### config.mk
export PLATFORM = sky130hd
export DESIGN_NAME = reset_sequencer
export DESIGN_NICKNAME = d
export VERILOG_FILES = /design/src/rtl/reset_sequencer.sv
export SDC_FILE = /design/constraint.sdc
export NUM_CORES = 1
export LEC_CHECK = 0
export BUFFER_PORTS_ARGS = -buffer_cell sky130_fd_sc_hd__buf_2
export CAP_MARGIN = 0
export CORE_MARGIN = 2
export CORE_UTILIZATION = 50
export DETAILED_ROUTE_END_ITERATION = 12
export PLACE_DENSITY = 0.74
export SYNTH_ARGS = -nofsm -noshare
export SYNTH_HDL_FRONTEND = slang
export SYNTH_SLANG_ARGS = --single-unit
### constraint.sdc
create_clock -name clk -period 4.1 [get_ports clk]
set_clock_uncertainty 0.1 [all_clocks]
set_input_delay 0 -clock clk [delete_from_list [all_inputs] [get_ports clk]]
set_output_delay 0 -clock clk [all_outputs]
set_load 0.01 [all_outputs]
### src/rtl/reset_sequencer.sv
// -----------------------------------------------------------------------------
// reset_sequencer
//
// Multi-channel reset controller. It synchronises deassertion of the board
// reset, honours a level-sensitive soft reset request, holds every channel in
// reset for HOLD_CYCLES, and then releases N_CH active-low channel resets,
// either all at once (STAGED=0) or one by one in index order, STAGE_CYCLES
// apart (STAGED=1).
//
// Ports
//   clk          in   single clock, rising edge
//   reset_n      in   asynchronous active-low reset; deassertion is synchronised
//   hit_reset    in   soft reset request, level-sensitive, synchronous to clk
//   ch_en        in   [N_CH]  per-channel enable; 0 keeps that channel in reset
//   rst_n_out    out  [N_CH]  registered active-low channel resets
//   seq_done     out  high once the whole release sequence has completed
//   reset_count  out  [8]     saturating count of soft reset requests
//
// Handshake: none. hit_reset is a level, sampled on every rising edge; its
// 0->1 transitions are counted, and while it is high the FSM is held in
// ASSERT.
// -----------------------------------------------------------------------------
module reset_sequencer #(
    parameter int N_CH         = 4,
    parameter int HOLD_CYCLES  = 16,
    parameter int STAGE_CYCLES = 8,
    parameter int STAGED       = 1,
    parameter int SYNC_STAGES  = 2
) (
    input  logic            clk,
    input  logic            reset_n,
    input  logic            hit_reset,
    input  logic [N_CH-1:0] ch_en,
    output logic [N_CH-1:0] rst_n_out,
    output logic            seq_done,
    output logic [7:0]      reset_count
);

    // Refuse to elaborate with parameters outside their legal range.
    if (N_CH < 1 || HOLD_CYCLES < 1 || STAGE_CYCLES < 1 ||
        (STAGED != 0 && STAGED != 1) || SYNC_STAGES < 2) begin : g_param_check
        $error("reset_sequencer: parameter out of range");
    end

    localparam int MAX_CYC = (HOLD_CYCLES > STAGE_CYCLES) ? HOLD_CYCLES : STAGE_CYCLES;
    localparam int CNT_W   = $clog2(MAX_CYC + 1);
    localparam int IDX_W   = (N_CH > 1) ? $clog2(N_CH) : 1;

    localparam logic [CNT_W-1:0] HOLD_LAST  = CNT_W'(HOLD_CYCLES - 1);
    localparam logic [CNT_W-1:0] STAGE_LAST = CNT_W'(STAGE_CYCLES - 1);
    localparam logic [IDX_W-1:0] IDX_LAST   = IDX_W'(N_CH - 1);

    typedef enum logic [1:0] {
        ST_ASSERT  = 2'd0,
        ST_HOLD    = 2'd1,
        ST_RELEASE = 2'd2,
        ST_RUN     = 2'd3
    } state_e;

    // -------------------------------------------------------------------------
    // Reset deassertion synchroniser: asserted asynchronously, a chain of 1s
    // shifts in after reset_n is removed.
    // -------------------------------------------------------------------------
    logic [SYNC_STAGES-1:0] sync_q;
    logic                   sync_rst_n;

    always_ff @(posedge clk or negedge reset_n) begin
        if (!reset_n) begin
            sync_q <= '0;
        end else begin
            sync_q <= {sync_q[SYNC_STAGES-2:0], 1'b1};
        end
    end

    assign sync_rst_n = sync_q[SYNC_STAGES-1];

    // -------------------------------------------------------------------------
    // Sequencing FSM
    // -------------------------------------------------------------------------
    state_e           state_q,    state_d;
    logic [CNT_W-1:0] cnt_q,      cnt_d;
    logic [IDX_W-1:0] idx_q,      idx_d;       // index of the last released channel
    logic [N_CH-1:0]  released_q, released_d;
    logic             seq_done_q, seq_done_d;
    logic [N_CH-1:0]  rst_n_out_q;
    logic             hit_prev_q;
    logic [7:0]       reset_count_q;

    always_ff @(posedge clk or negedge reset_n) begin
        if (!reset_n) begin
            state_q    <= ST_ASSERT;
            cnt_q      <= '0;
            idx_q      <= '0;
            released_q <= '0;
            seq_done_q <= 1'b0;
        end else begin
            state_q    <= state_d;
            cnt_q      <= cnt_d;
            idx_q      <= idx_d;
            released_q <= released_d;
            seq_done_q <= seq_done_d;
        end
    end

    always_comb begin
        state_d    = state_q;
        cnt_d      = cnt_q;
        idx_d      = idx_q;
        released_d = released_q;

        if (hit_reset) begin
            // A soft reset request overrides any release step in the same cycle.
            state_d    = ST_ASSERT;
            cnt_d      = '0;
            idx_d      = '0;
            released_d = '0;
        end else begin
            unique case (state_q)
                ST_ASSERT: begin
                    cnt_d      = '0;
                    idx_d      = '0;
                    released_d = '0;
                    if (sync_rst_n) begin
                        state_d = ST_HOLD;
                    end
                end

                ST_HOLD: begin
                    if (cnt_q == HOLD_LAST) begin
                        cnt_d = '0;
                        idx_d = '0;
                        if (STAGED == 0) begin
                            released_d = '1;
                            state_d    = ST_RUN;
                        end else begin
                            released_d[0] = 1'b1;
                            // A single channel has nothing left to stage.
                            state_d = (N_CH == 1) ? ST_RUN : ST_RELEASE;
                        end
                    end else begin
                        cnt_d = cnt_q + 1'b1;
                    end
                end

                ST_RELEASE: begin
                    if (cnt_q == STAGE_LAST) begin
                        cnt_d             = '0;
                        idx_d             = idx_q + 1'b1;
                        released_d[idx_d] = 1'b1;
                        if (idx_d == IDX_LAST) begin
                            state_d = ST_RUN;
                        end
                    end else begin
                        cnt_d = cnt_q + 1'b1;
                    end
                end

                ST_RUN: begin
                    // Idle: outputs stay as they are until a reset.
                end

                default: begin
                    state_d = ST_ASSERT;
                end
            endcase
        end
    end

    // seq_done follows the full released vector through one register so it
    // rises on the same edge as the last channel's output register.
    always_comb begin
        seq_done_d = 1'b0;
        if (!hit_reset) begin
            seq_done_d = &released_q;
        end
    end

    // -------------------------------------------------------------------------
    // Channel output register and soft reset counter
    // -------------------------------------------------------------------------
    always_ff @(posedge clk or negedge reset_n) begin
        if (!reset_n) begin
            rst_n_out_q <= '0;
        end else begin
            rst_n_out_q <= released_q & ch_en;
        end
    end

    always_ff @(posedge clk or negedge reset_n) begin
        if (!reset_n) begin
            hit_prev_q    <= 1'b0;
            reset_count_q <= 8'd0;
        end else begin
            hit_prev_q <= hit_reset;
            if (hit_reset && !hit_prev_q && (reset_count_q != 8'hFF)) begin
                reset_count_q <= reset_count_q + 8'd1;
            end
        end
    end

    assign rst_n_out   = rst_n_out_q;
    assign seq_done    = seq_done_q;
    assign reset_count = reset_count_q;

endmodule
Yosys cells after proc, flatten, opt, wreduce, memory -nomap -nowiden --
Index checks and enable logic that the tools add are counted.
Word-level totals: word-level logic and storage cells 60, flip-flop bits (word level) 29
Cells by class: eq/ne operators 10, add/subtract/negate cells 3, reduce and logical (&&, ||, !) cells 11, $lt $le $gt $ge 2, bitwise logic cells 2, multiplexer cells 22
Operators with widths (number):
- 2-to-1 mux 2 bit | 8
- 2-to-1 mux 5 bit | 3
- one-hot mux 5 bit (3 select lines) | 1
- inequality test 3 bit (second input constant) | 4
- one-hot mux 2 bit (3 select lines) | 2
- adder 8 x 1 -> 8 bit (second input constant) | 1
- 2-to-1 mux 4 bit | 2
- inequality test 8 bit (second input constant) | 1
- one-hot mux 3 bit (2 select lines) | 1
- adder 5 x 1 -> 5 bit (second input constant) | 1
- equality test 5 x 3 -> 1 bit (second input constant) | 1
- equality test 5 x 4 -> 1 bit (second input constant) | 1
- AND reduction 5 bit | 1
- bitwise AND 4 bit | 1
- equality test 2 bit (second input constant) | 2
- bitwise OR 4 bit | 1
- AND reduction 4 bit | 1
- nonzero test 4 bit | 1
- logical AND 1 bit | 3
- less-than comparator 2 x 3 -> 1 bit (second input constant) | 1
- 2-to-1 mux 1 bit | 3
- one-hot mux 1 bit (3 select lines) | 1
- AND reduction 3 bit | 1
- nonzero test 3 bit | 1
- other kinds (7) | 7

Longest topological paths before layout --
Gate-level depths: netlist of the first run.
word-level depth 9, mapped depth 8, mapped depth without buffers 8

Least setup slack after synthesis of the first run --
No wires, ideal clock.
path kind register to register, from register cnt_q[0], to register state_q[0], path buffers 0, arrival time 1.734 ns, cell stages (with the launch flop) 9, setup slack 2.141 ns, period minus slack after synthesis 1.959 ns, cell sequence dfrtp_1 -> ha_1 -> nand3_1 -> inv_1 -> ha_1 -> nor2b_1 -> a211oi_4 -> o221ai_2 -> mux2_4
Between the ends: longest elaborated chain between the ends 3, elaborated cells between the ends (all ways) 5, classes of those cells eq/ne: 4; reduce/logical: 1
Ends and longest elaborated chain:
- start: declaration | line 81 | logic [CNT_W-1:0] cnt_q, cnt_d;
- start signal: assignment | line 98 | cnt_q <= cnt_d;
- equality test 5 x 3 -> 1 bit / equality test 5 x 4 -> 1 bit (equally long branches) | line 146, 129
- inequality test 3 bit (no source line)
- AND reduction 5 bit (no source line) *
- end signal: assignment | line 97 | state_q <= state_d;
- end: declaration | line 80 | state_e state_q, state_d;
Mark *: on every way between the ends. The rest lies on a longest branch, timed or not. A chain may end at the register's enable or synchronous reset.

Worst setup path in the final report of the first run --
Same ends and word-level chain as after synthesis.

==> impl_metrics.tcl, run 1 <==
set metrics [dict create \
    fin_crit_ps 2210 \
    yosysSeqAreaShare 0.507 \
    max_freq_mhz 453 \
    grt_remaining_overflow 0 \
    clk_path_buf_depth 2 \
    route.detailed.drc 0 \
    hold_viol 0 \
    clk_latency_ps 330 \
    first_pass_iters 4 \
    hold_path_class "in2async" \
    finalMaxSlewViolations 0 \
    critPathTopFamily "compound AO/OA/AOI/OAI gates" \
    avgViaCountPerCell 5.44 \
    cts_root_buf "clkbuf_4" \
    wl_per_cell_microns 13.4 \
    cts_num_sinks 29 \
    setup_viol 0 \
    yosys_warnings 0 \
    dp_hpwl_mm 1.81 \
    cap_violations 0 \
    place.gp.congestion 0.811 \
    tightest_slew_ps 617 \
    cts_made_buffers 5 \
    final_nets 177 \
    cts_htree_levels 2 \
    pwr_density_cell_nw_per_um2 520 \
    grt_usage 0.176 \
    synth_nets 147 \
    seqCellArea_sq_um 726 \
    die_x_microns 57.5 \
    synthArstFlopShare 1.00 \
    slowest_delay_ps 400 \
    diodes 0 \
    ctsResizeCount 0 \
    rows 19 \
    synth_seq_cells 29 \
    setup_slack_ps 1890 \
    port_buffers 19 \
    cp-start-kind "register" \
    ys_types 33 \
    die_h_microns 57.5 \
    synth_area_sq_um 1430 \
    cpMaxStageDelayCell "dfrtp_1" \
    grt_pass1_wl_mm 4.39 \
    synth_edf_count 0 \
    drive_above_1_share 0.200 \
    fillers 227 \
    synth_area_per_cell_sq_um 11.1 \
    crit_chain "ha_1 -> nand3_1 -> inv_1 -> ha_1 -> nor2b_1 -> a211oi_4 -> o221ai_2 -> mux2_4" \
    vias 1039 \
    die_area_sq_um 3310 \
    coreArea_sq_um 2730 \
    synthCells 129 \
    slew_headroom 0.589 \
    drt_wl_total_mm 2.57 \
    status "complete, no violations" \
    rsz0062_at_grt "false" \
    grt_pass1_vias 1043 \
    crit_fanout 6 \
    clkTransAtPathRegs_ps 100 \
    required_ps 4220 \
    ios 20 \
    drt_iter0_markers 23 \
    critical_path_buf_inv_count 1 \
    crit_arrival_ps 2330 \
    ir_worst_vdd_mv 0.372 \
    grt_max_degree 30 \
    start_util 0.524 \
    multi_input_area_sq_um 663 \
    cpMostUsedCell "ha_1" \
    antenna_left 0 \
    tns_ps 0 \
    antenna_found_initial 0 \
    end_kind "register" \
    p_leak_uw 0.000826 \
    min_period_over_period 0.539 \
    areaGrowthSynthToFinish_pct 16.5 \
    path_class "reg2reg" \
    yosys_most_used_dff "dfrtp_1" \
    cts_tree "done" \
    pre_cts_ws_ps 1930 \
]
synth_stat cells (2+ instances only):
master    count  area, sq um
ha_1         11          138
a21oi_1       9         45.0
mux2i_1       2         20.0
nand2_1       5         18.8
o21ai_0       2         10.0
nor3_1        2         10.0
o21bai_1      2         15.0
nor2b_1       3         18.8
and2_1        4         25.0
nand4_1       3         18.8
and3_1        2         12.5
inv_1         9         33.8
and4_1        2         17.5
a22o_1        2         17.5
mux2_2        2         22.5
dfrtp_1      29          726
nand2b_1      6         37.5
nand3_1       6         30.0
xnor2_1       5         43.8
nor2_1       10         37.5
registers in the layout (all words and copies together) (netlist names), 2 cells and up:
signal and flops:
idx_q 2, rst_n_out 4, released_q 4, cnt_q 5
reset_count 8, state_q 2, sync_q 2
worst paths after layout:
kind,from,to,slack [ps],cells past startpoint
setup / recovery,cnt_q[0],state_q[0],1890,8
hold / removal,reset_n,cnt_q[2],110,2
setup reg to reg,cnt_q[0],state_q[0],1890,8
hold reg to reg,sync_q[0],sync_q[1],250,0
max in group asynchronous,reset_n,cnt_q[4],3380,2
min in group clk,sync_q[0],sync_q[1],250,0
per-stage QoR:
step | total power, uW | std cells | utilization | instance area [sq um] | hold slack (ps)
3_3_place_gp | 689 | 177 | 0.569 | 1560 | -54.3
3_5_place_dp | 706 | 177 | 0.569 | 1560 | -47.1
5_1_grt | 932 | 191 | 0.610 | 1670 | 175
2_1_floorplan | 614 | 129 | - | 1430 | -396
6_report | 867 | 191 | 0.610 | 1670 | 114
4_1_cts | 876 | 191 | 0.610 | 1670 | 123
final cells by class:
type	instances	area share
flip-flops and latches	29	0.435
multi-input cells	89	0.398
repair buffers	25	0.0930
clock buffers	6	0.0248
well taps	31	0.0233
inverters	9	0.0203
clock inverters	2	0.00600
worst register-to-register path: stages, from the launching register on:
cell and delay, ps:
dfrtp_1 400, ha_1 270, nand3_1 130, inv_1 80, ha_1 150, nor2b_1 90, a211oi_4 340, o221ai_2 200
mux2_4 330
cell usage in the layout, fill, tap and decap left out, drive strengths merged, types with 2 or more instances in the layout:
cell / count
dfrtp: 29
buf: 19
ha: 11
nor2: 10
inv: 9
a21oi: 9
nand3: 6
nand2b: 6
dlygate4sd3: 6
clkbuf: 6
nand2: 5
xnor2: 5
and2: 4
nand4: 3
nor2b: 3
mux2: 3
nor3: 2
and3: 2
o21bai: 2
o21ai: 2
a22o: 2
mux2i: 2
and4: 2
clkinv: 2
where the power goes:
group	switching, uW	internal [uW]	leakage [uW]
Sequential	49.1	335	0.000386
Combinational	174	144	0.000409
Clock	100	65.1	0.0000320
cells by family after synthesis:
kind of cell               synth area share
and+or+nand+nor                       0.187
DFF                                   0.507
AOI/OAI and AO/OA                     0.107
adders and majority gates            0.0962
buffers and inverters                0.0297
xor gates and xnor gates             0.0306
muxes                                0.0402
other                               0.00262
routing by layer:
metal,track usage,routed length (microns),vias to the layer above
li1,-,-,504
met1,0.203,1130,501
met2,0.304,1260,29
met3,0.0408,128,5
met4,0.0897,48,0
met5,0,0,-
what timing repair did:
item	in CTS	in global routing
hold endpoints to repair	38	0
endpoints found under the setup margin	0	0
hold buffers	6	0
setup buffers	0	0
(Power assumes the default switching activity.)
==> run 2, diff against run 1 <==
--- a/config.mk
+++ b/config.mk
@@ -5,12 +5,13 @@
 export SDC_FILE = /design/constraint.sdc
 export NUM_CORES = 1
 export LEC_CHECK = 0
+export ABC_AREA = 1
 export BUFFER_PORTS_ARGS = -buffer_cell sky130_fd_sc_hd__buf_2
 export CAP_MARGIN = 0
 export CORE_MARGIN = 2
 export CORE_UTILIZATION = 50
 export DETAILED_ROUTE_END_ITERATION = 12
-export PLACE_DENSITY = 0.74
+export PLACE_DENSITY = 0.73
 export SYNTH_ARGS = -nofsm -noshare
 export SYNTH_HDL_FRONTEND = slang
 export SYNTH_SLANG_ARGS = --single-unit
==> constraint.sdc (replaced) <==
create_clock -name clk -period 2.3 [get_ports clk]
set_clock_uncertainty 0.1 [all_clocks]
set_input_delay 0 -clock clk [delete_from_list [all_inputs] [get_ports clk]]
set_output_delay 0 -clock clk [all_outputs]
set_load 0.01 [all_outputs]
==> run 2 against run 1 <==
Effect of this change: routed wire length up 15%; combinational power up 79%; worst hold slack better by 8.5 ps; core utilization up 0.50 points; synthesized cell count up 52%; cell area up 14%; die area up 12%; sequential cell count unchanged; largest power group unchanged; highest routed layer unchanged.
==> impl_metrics.tcl, run 2 <==
set metrics [dict create \
    synthTopCellsByArea "dfrtp_1, nand2_1, ha_1" \
    grt_usage 0.197 \
    power_uw 1610 \
    status "complete, no violations" \
    end_kind "register" \
    grt_max_degree 30 \
    rows 20 \
    min_period_over_period 0.740 \
    synth_common_cells "nand2_1, dfrtp_1, inv_1" \
    pre_cts_ws_ps 610 \
    internal_power_uw 985 \
    first_pass_iters 4 \
    finalMaxSlewViolations 0 \
    cts_root_buf "clkbuf_4" \
    synthArstFlopShare 1.00 \
    cpMaxStageDelayCell "dfrtp_1" \
    seqPwrFrac 0.423 \
    hold_slack_ps 123 \
    drive_above_1_share 0.197 \
    place.gp.congestion 0.811 \
    grt_pass1_wl_mm 5.25 \
    areaGrowthSynthToFinish_pct 16.6 \
    largest_register_ffs 8 \
    yosys.area.top_type_share 0.447 \
    drt_wl_total_mm 2.94 \
    start_util 0.528 \
    antenna_left 0 \
    slew_headroom 0.564 \
    synth_edf_count 0 \
    r2r_start "state_q[0]" \
    yosysSeqAreaShare 0.447 \
    dp_hpwl_mm 2.04 \
    clkTransAtPathRegs_ps 90 \
    yosys_warnings 0 \
    hold_path_class "in2async" \
    cts_tree "done" \
    max_freq_mhz 588 \
    crit_fanout 7 \
    layout_common_cells "nand2_1, dfrtp_1, inv_1, buf_2, nor2_1" \
    die_area_sq_um 3720 \
    synth_top_area_cell "dfrtp_1" \
    grt_pass1_vias 1195 \
    crit_start "state_q[0]" \
    cts_htree_levels 2 \
    tns_ps 0 \
    cts_setup_buffers 0 \
    clk_path_buf_depth 2 \
    route.detailed.drc 0 \
    setup_viol 0 \
    hold_viol 0 \
    die_x_microns 61.0 \
    synth_nets 214 \
    layout.cells.most_common "nand2_1" \
    grt_remaining_overflow 0 \
    coreArea_sq_um 3080 \
    synthCells 196 \
    path_class "reg2reg" \
    avgViaCountPerCell 4.67 \
    port_buffers 19 \
    vias 1269 \
    tightest_slew_ps 654 \
    cp-start-kind "register" \
    cap_violations 0 \
    synth.most_common_cell "nand2_1" \
    power_switching_uw 626 \
    antenna_found_initial 0 \
    drt_iter0_markers 64 \
    p_clk_frac 0.224 \
    synth_area_sq_um 1620 \
    setup_slack_ps 599 \
    pwr_density_cell_nw_per_um2 851 \
    ys_types 26 \
    crit_arrival_ps 1830 \
    required_ps 2420 \
    ir_worst_vdd_mv 0.494 \
    cts_num_sinks 29 \
    synth_area_per_cell_sq_um 8.29 \
    diodes 0 \
    die_h_microns 61.0 \
    ios 20 \
    power_frac_comb 0.353 \
    synth_seq_cells 29 \
    crit_chain "inv_1 -> ha_1 -> nor2_1 -> nand2_2 -> nand2_2 -> inv_4 -> nand3_1 -> nand2_1 -> nand2_1" \
    p_leak_uw 0.00101 \
    slowest_delay_ps 420 \
    final_nets 245 \
    rsz0062_at_grt "false" \
    clk_latency_ps 330 \
    yosys_most_used_dff "dfrtp_1" \
    sw_frac_of_total 0.389 \
    fin_crit_ps 1700 \
    cts_made_buffers 5 \
    wl_per_cell_microns 10.8 \
]
## run 2: changes by cell type after synthesis, sizes merged, moves of 3 or more
cell    before  now
nand2        5   69
nand2b       6    0
a21oi        9    2
o211ai       0    3
and2         4    0
inv          9   31
xnor2        5    2
o21ai        2   12
nor2        10   19
nor2b        3    0
mux2         3    0
## run 2: critical path, delay by kind of cell, from the launching register on
family,cells,cell delay (ps)
buf+inv,2,220
flops,1,420
simple gates,6,510
fa+ha+maj,1,350
## run 2: path summary, 6_finish.rpt
path,end,slack (ps),cells after the start
worst max register to register,state_q[0],600,9
worst min register to register,sync_q[1],270,0
worst min-delay path,rst_n_out[1],120,2
worst max-delay path,state_q[0],600,9
max in group asynchronous,reset_count[7],1550,2
min in group clk,sync_q[1],270,0
## run 2: timing repair
item	in CTS	in global routing
resized for setup	0	0
hold buffers	6	0
hold endpoints to repair	35	0
## run 2: cells by family (layout without fill, tap and decap cells)
logic type | count (synthesis) | after routing | share of synthesized area
AND/OR/NAND/NOR | 101 | 101 | 0.287
adder cells (fa/ha/maj) | 11 | 11 | 0.0847
AO/OA/AOI/OAI | 18 | 18 | 0.0709
other | 1 | 1 | 0.00231
flip-flops | 29 | 29 | 0.447
buffers and inverters | 32 | 64 | 0.0863
XOR/XNOR | 4 | 4 | 0.0216
## run 2: cell type report
cell class / count / area [sq um]
tap: 44 / 55.1
sequential: 29 / 726
multi-input combinational: 135 / 758
fill: 283 / 1180
clock buffer: 7 / 65.1
inverter: 31 / 129
timing repair buffer: 25 / 155
clock inverter: 1 / 5.00
## run 2: through the flow
stage           util  instances  instance area (sq um)
2_1_floorplan      -        196                   1620
3_3_place_gp   0.573        258                   1760
3_5_place_dp   0.573        258                   1760
4_1_cts        0.615        272                   1890
5_1_grt        0.615        272                   1890
6_report       0.615        272                   1890
## run 2: power groups by stage
stage | clock network, uW | logic, uW | registers (uW)
floorplan | 0 | 412 | 693
global placement | 0 | 554 | 686
detailed placement | 0 | 563 | 689
CTS | 379 | 574 | 681
global route | 392 | 659 | 696
finish | 361 | 568 | 681
## run 2: metal layers
metal	global-route usage	vias up	wire, microns
met5	0	-	0
met4	0.0994	0	63
met3	0.0597	6	111
met2	0.300	21	1320
met1	0.254	576	1450
li1	-	666	-
==> run 3, diff against run 2 <==
==> constraint.sdc (replaced) <==
create_clock -name clk -period 1.7 [get_ports clk]
set_clock_uncertainty 0.1 [all_clocks]
set_input_delay 0 -clock clk [delete_from_list [all_inputs] [get_ports clk]]
set_output_delay 0 -clock clk [all_outputs]
set_load 0.01 [all_outputs]
==> run 3 against run 2 <==
Effect of this change: setup slack lost 500 ps; global-route usage fell by 1.5 points; fmax increased by 5.9%; critical path depth up 2; die area unchanged; first-iteration DRC count is 66% higher.
==> impl_metrics.tcl, run 3 (same netlist as run 2, synthesis figures left out) <==
set metrics [dict create \
    slew_headroom 0.579 \
    ios 20 \
    diodes 0 \
    largest_register_ffs 8 \
    vias 1285 \
    fin_crit_ps 1610 \
    cts_made_buffers 5 \
    clkTransAtPathRegs_ps 110 \
    die_h_microns 61.0 \
    tightest_slew_ps 631 \
    dp_hpwl_mm 2.00 \
    reg2reg_slack_ps 90 \
    clk_latency_ps 340 \
    r2r_start "cnt_q[0]" \
    postLayoutCoreUtil 0.628 \
    drive_above_1_share 0.240 \
    grt_pass1_wl_mm 4.85 \
    cts_tree "done" \
    rr_worst_depth 11 \
    hold_path_class "in2async" \
    fillers 280 \
    crit-reg2reg-capture "released_q[0]" \
    route.detailed.drc 0 \
    avgViaCountPerCell 4.64 \
    areaGrowthSynthToFinish_pct 19.0 \
    setup_viol 0 \
    first_pass_iters 4 \
    grt_remaining_overflow 0 \
    crit_fanout 6 \
    final_nets 250 \
    crit_arrival_ps 1730 \
    hold_slack_ps 102 \
    cts_num_sinks 29 \
    seqCellArea_sq_um 726 \
    drt_wl_total_mm 3.00 \
    grt_pass1_vias 1119 \
    cap_violations 0 \
    status "complete, no violations" \
    pwr_density_cell_nw_per_um2 1140 \
    layout_common_cells "nand2_1, dfrtp_1, inv_1, buf_2, nor2_1" \
    cp-start-kind "register" \
    drt_iter0_markers 106 \
    port_buffers 19 \
    placed_cell_area_sq_um 1770 \
    max_freq_mhz 623 \
    clk_path_buf_depth 2 \
    power_uw 2200 \
    antenna_found_initial 0 \
    grt_usage 0.182 \
    min_period_over_period 0.945 \
    die_x_microns 61.0 \
    hold_viol 0 \
    wl_per_cell_microns 10.8 \
    multi_input_area_sq_um 771 \
    end_kind "register" \
    die_area_sq_um 3720 \
    antenna_left 0 \
    start_util 0.528 \
    cts_root_buf "clkbuf_4" \
    coreArea_sq_um 3080 \
    place.gp.congestion 0.829 \
    cts_htree_levels 2 \
    crit_start "cnt_q[0]" \
    finalMaxSlewViolations 0 \
    required_ps 1820 \
    ir_worst_vdd_mv 0.562 \
    p_leak_uw 0.00101 \
    cp-endpoint "released_q[0]" \
    grt_max_degree 30 \
    path_class "reg2reg" \
    rows 20 \
    layout.cells.most_common "nand2_1" \
    fin_area_sq_um 1930 \
]
run 3: cell type report:
class,count,area share
multi-input cells,135,0.399
flip-flops and latches,29,0.375
repair buffers,30,0.0997
inverters,31,0.0667
well taps,44,0.0285
clock buffers,5,0.0194
clock inverters,3,0.0117
run 3: stage by stage:
stage	std cells	worst slack, ps	setup TNS, ps
after floorplan	196	185	0
after global placement	259	62.7	0
after detailed placement	259	46.3	0
after CTS	273	26.0	0
after global routing	277	-15.4	-35.0
final	277	93.8	0
run 3: metal layers:
layer,wire [microns],track usage,vias up
met1,1430,0.234,586
met2,1440,0.290,20
met4,36,0.0839,0
li1,-,-,675
met3,83,0.0448,4
met5,0,0,-
run 3: where the power goes:
part,internal (uW),total (uW),switching (uW),leakage [uW]
registers,802,916,115,0.000388
logic,349,848,499,0.000598
clock network,160,432,272,0.0000234
run 3: timing repair:
action,4_1_cts,5_1_grt
gates resized for setup,0,7
setup buffers,0,4
hold endpoints to repair,35,0
setup endpoints to repair,0,8
hold buffers,6,0
run 3: worst min path at each step:
stage | slack [ps] | start | cells past startpoint | end
floorplan | -400 | reset_n | 0 | cnt_q[0]
finish | 100 | reset_n | 2 | reset_count[3]
detailed placement | -40 | reset_n | 1 | rst_n_out[2]
CTS | 110 | reset_n | 2 | reset_count[3]
global placement | -30 | reset_n | 1 | rst_n_out[2]
global route | 170 | reset_n | 2 | reset_count[3]
run 3: critical path, cell delays in order, from the launching register on:
cell and delay [ps]:
dfrtp_1 400, ha_2 200, nand2_2 70, nor2_2 110, ha_1 150, inv_1 50
nand3_1 90, nand2_2 70, inv_4 70, nand2_4 60, nand2_1 70, o21ai_2 50
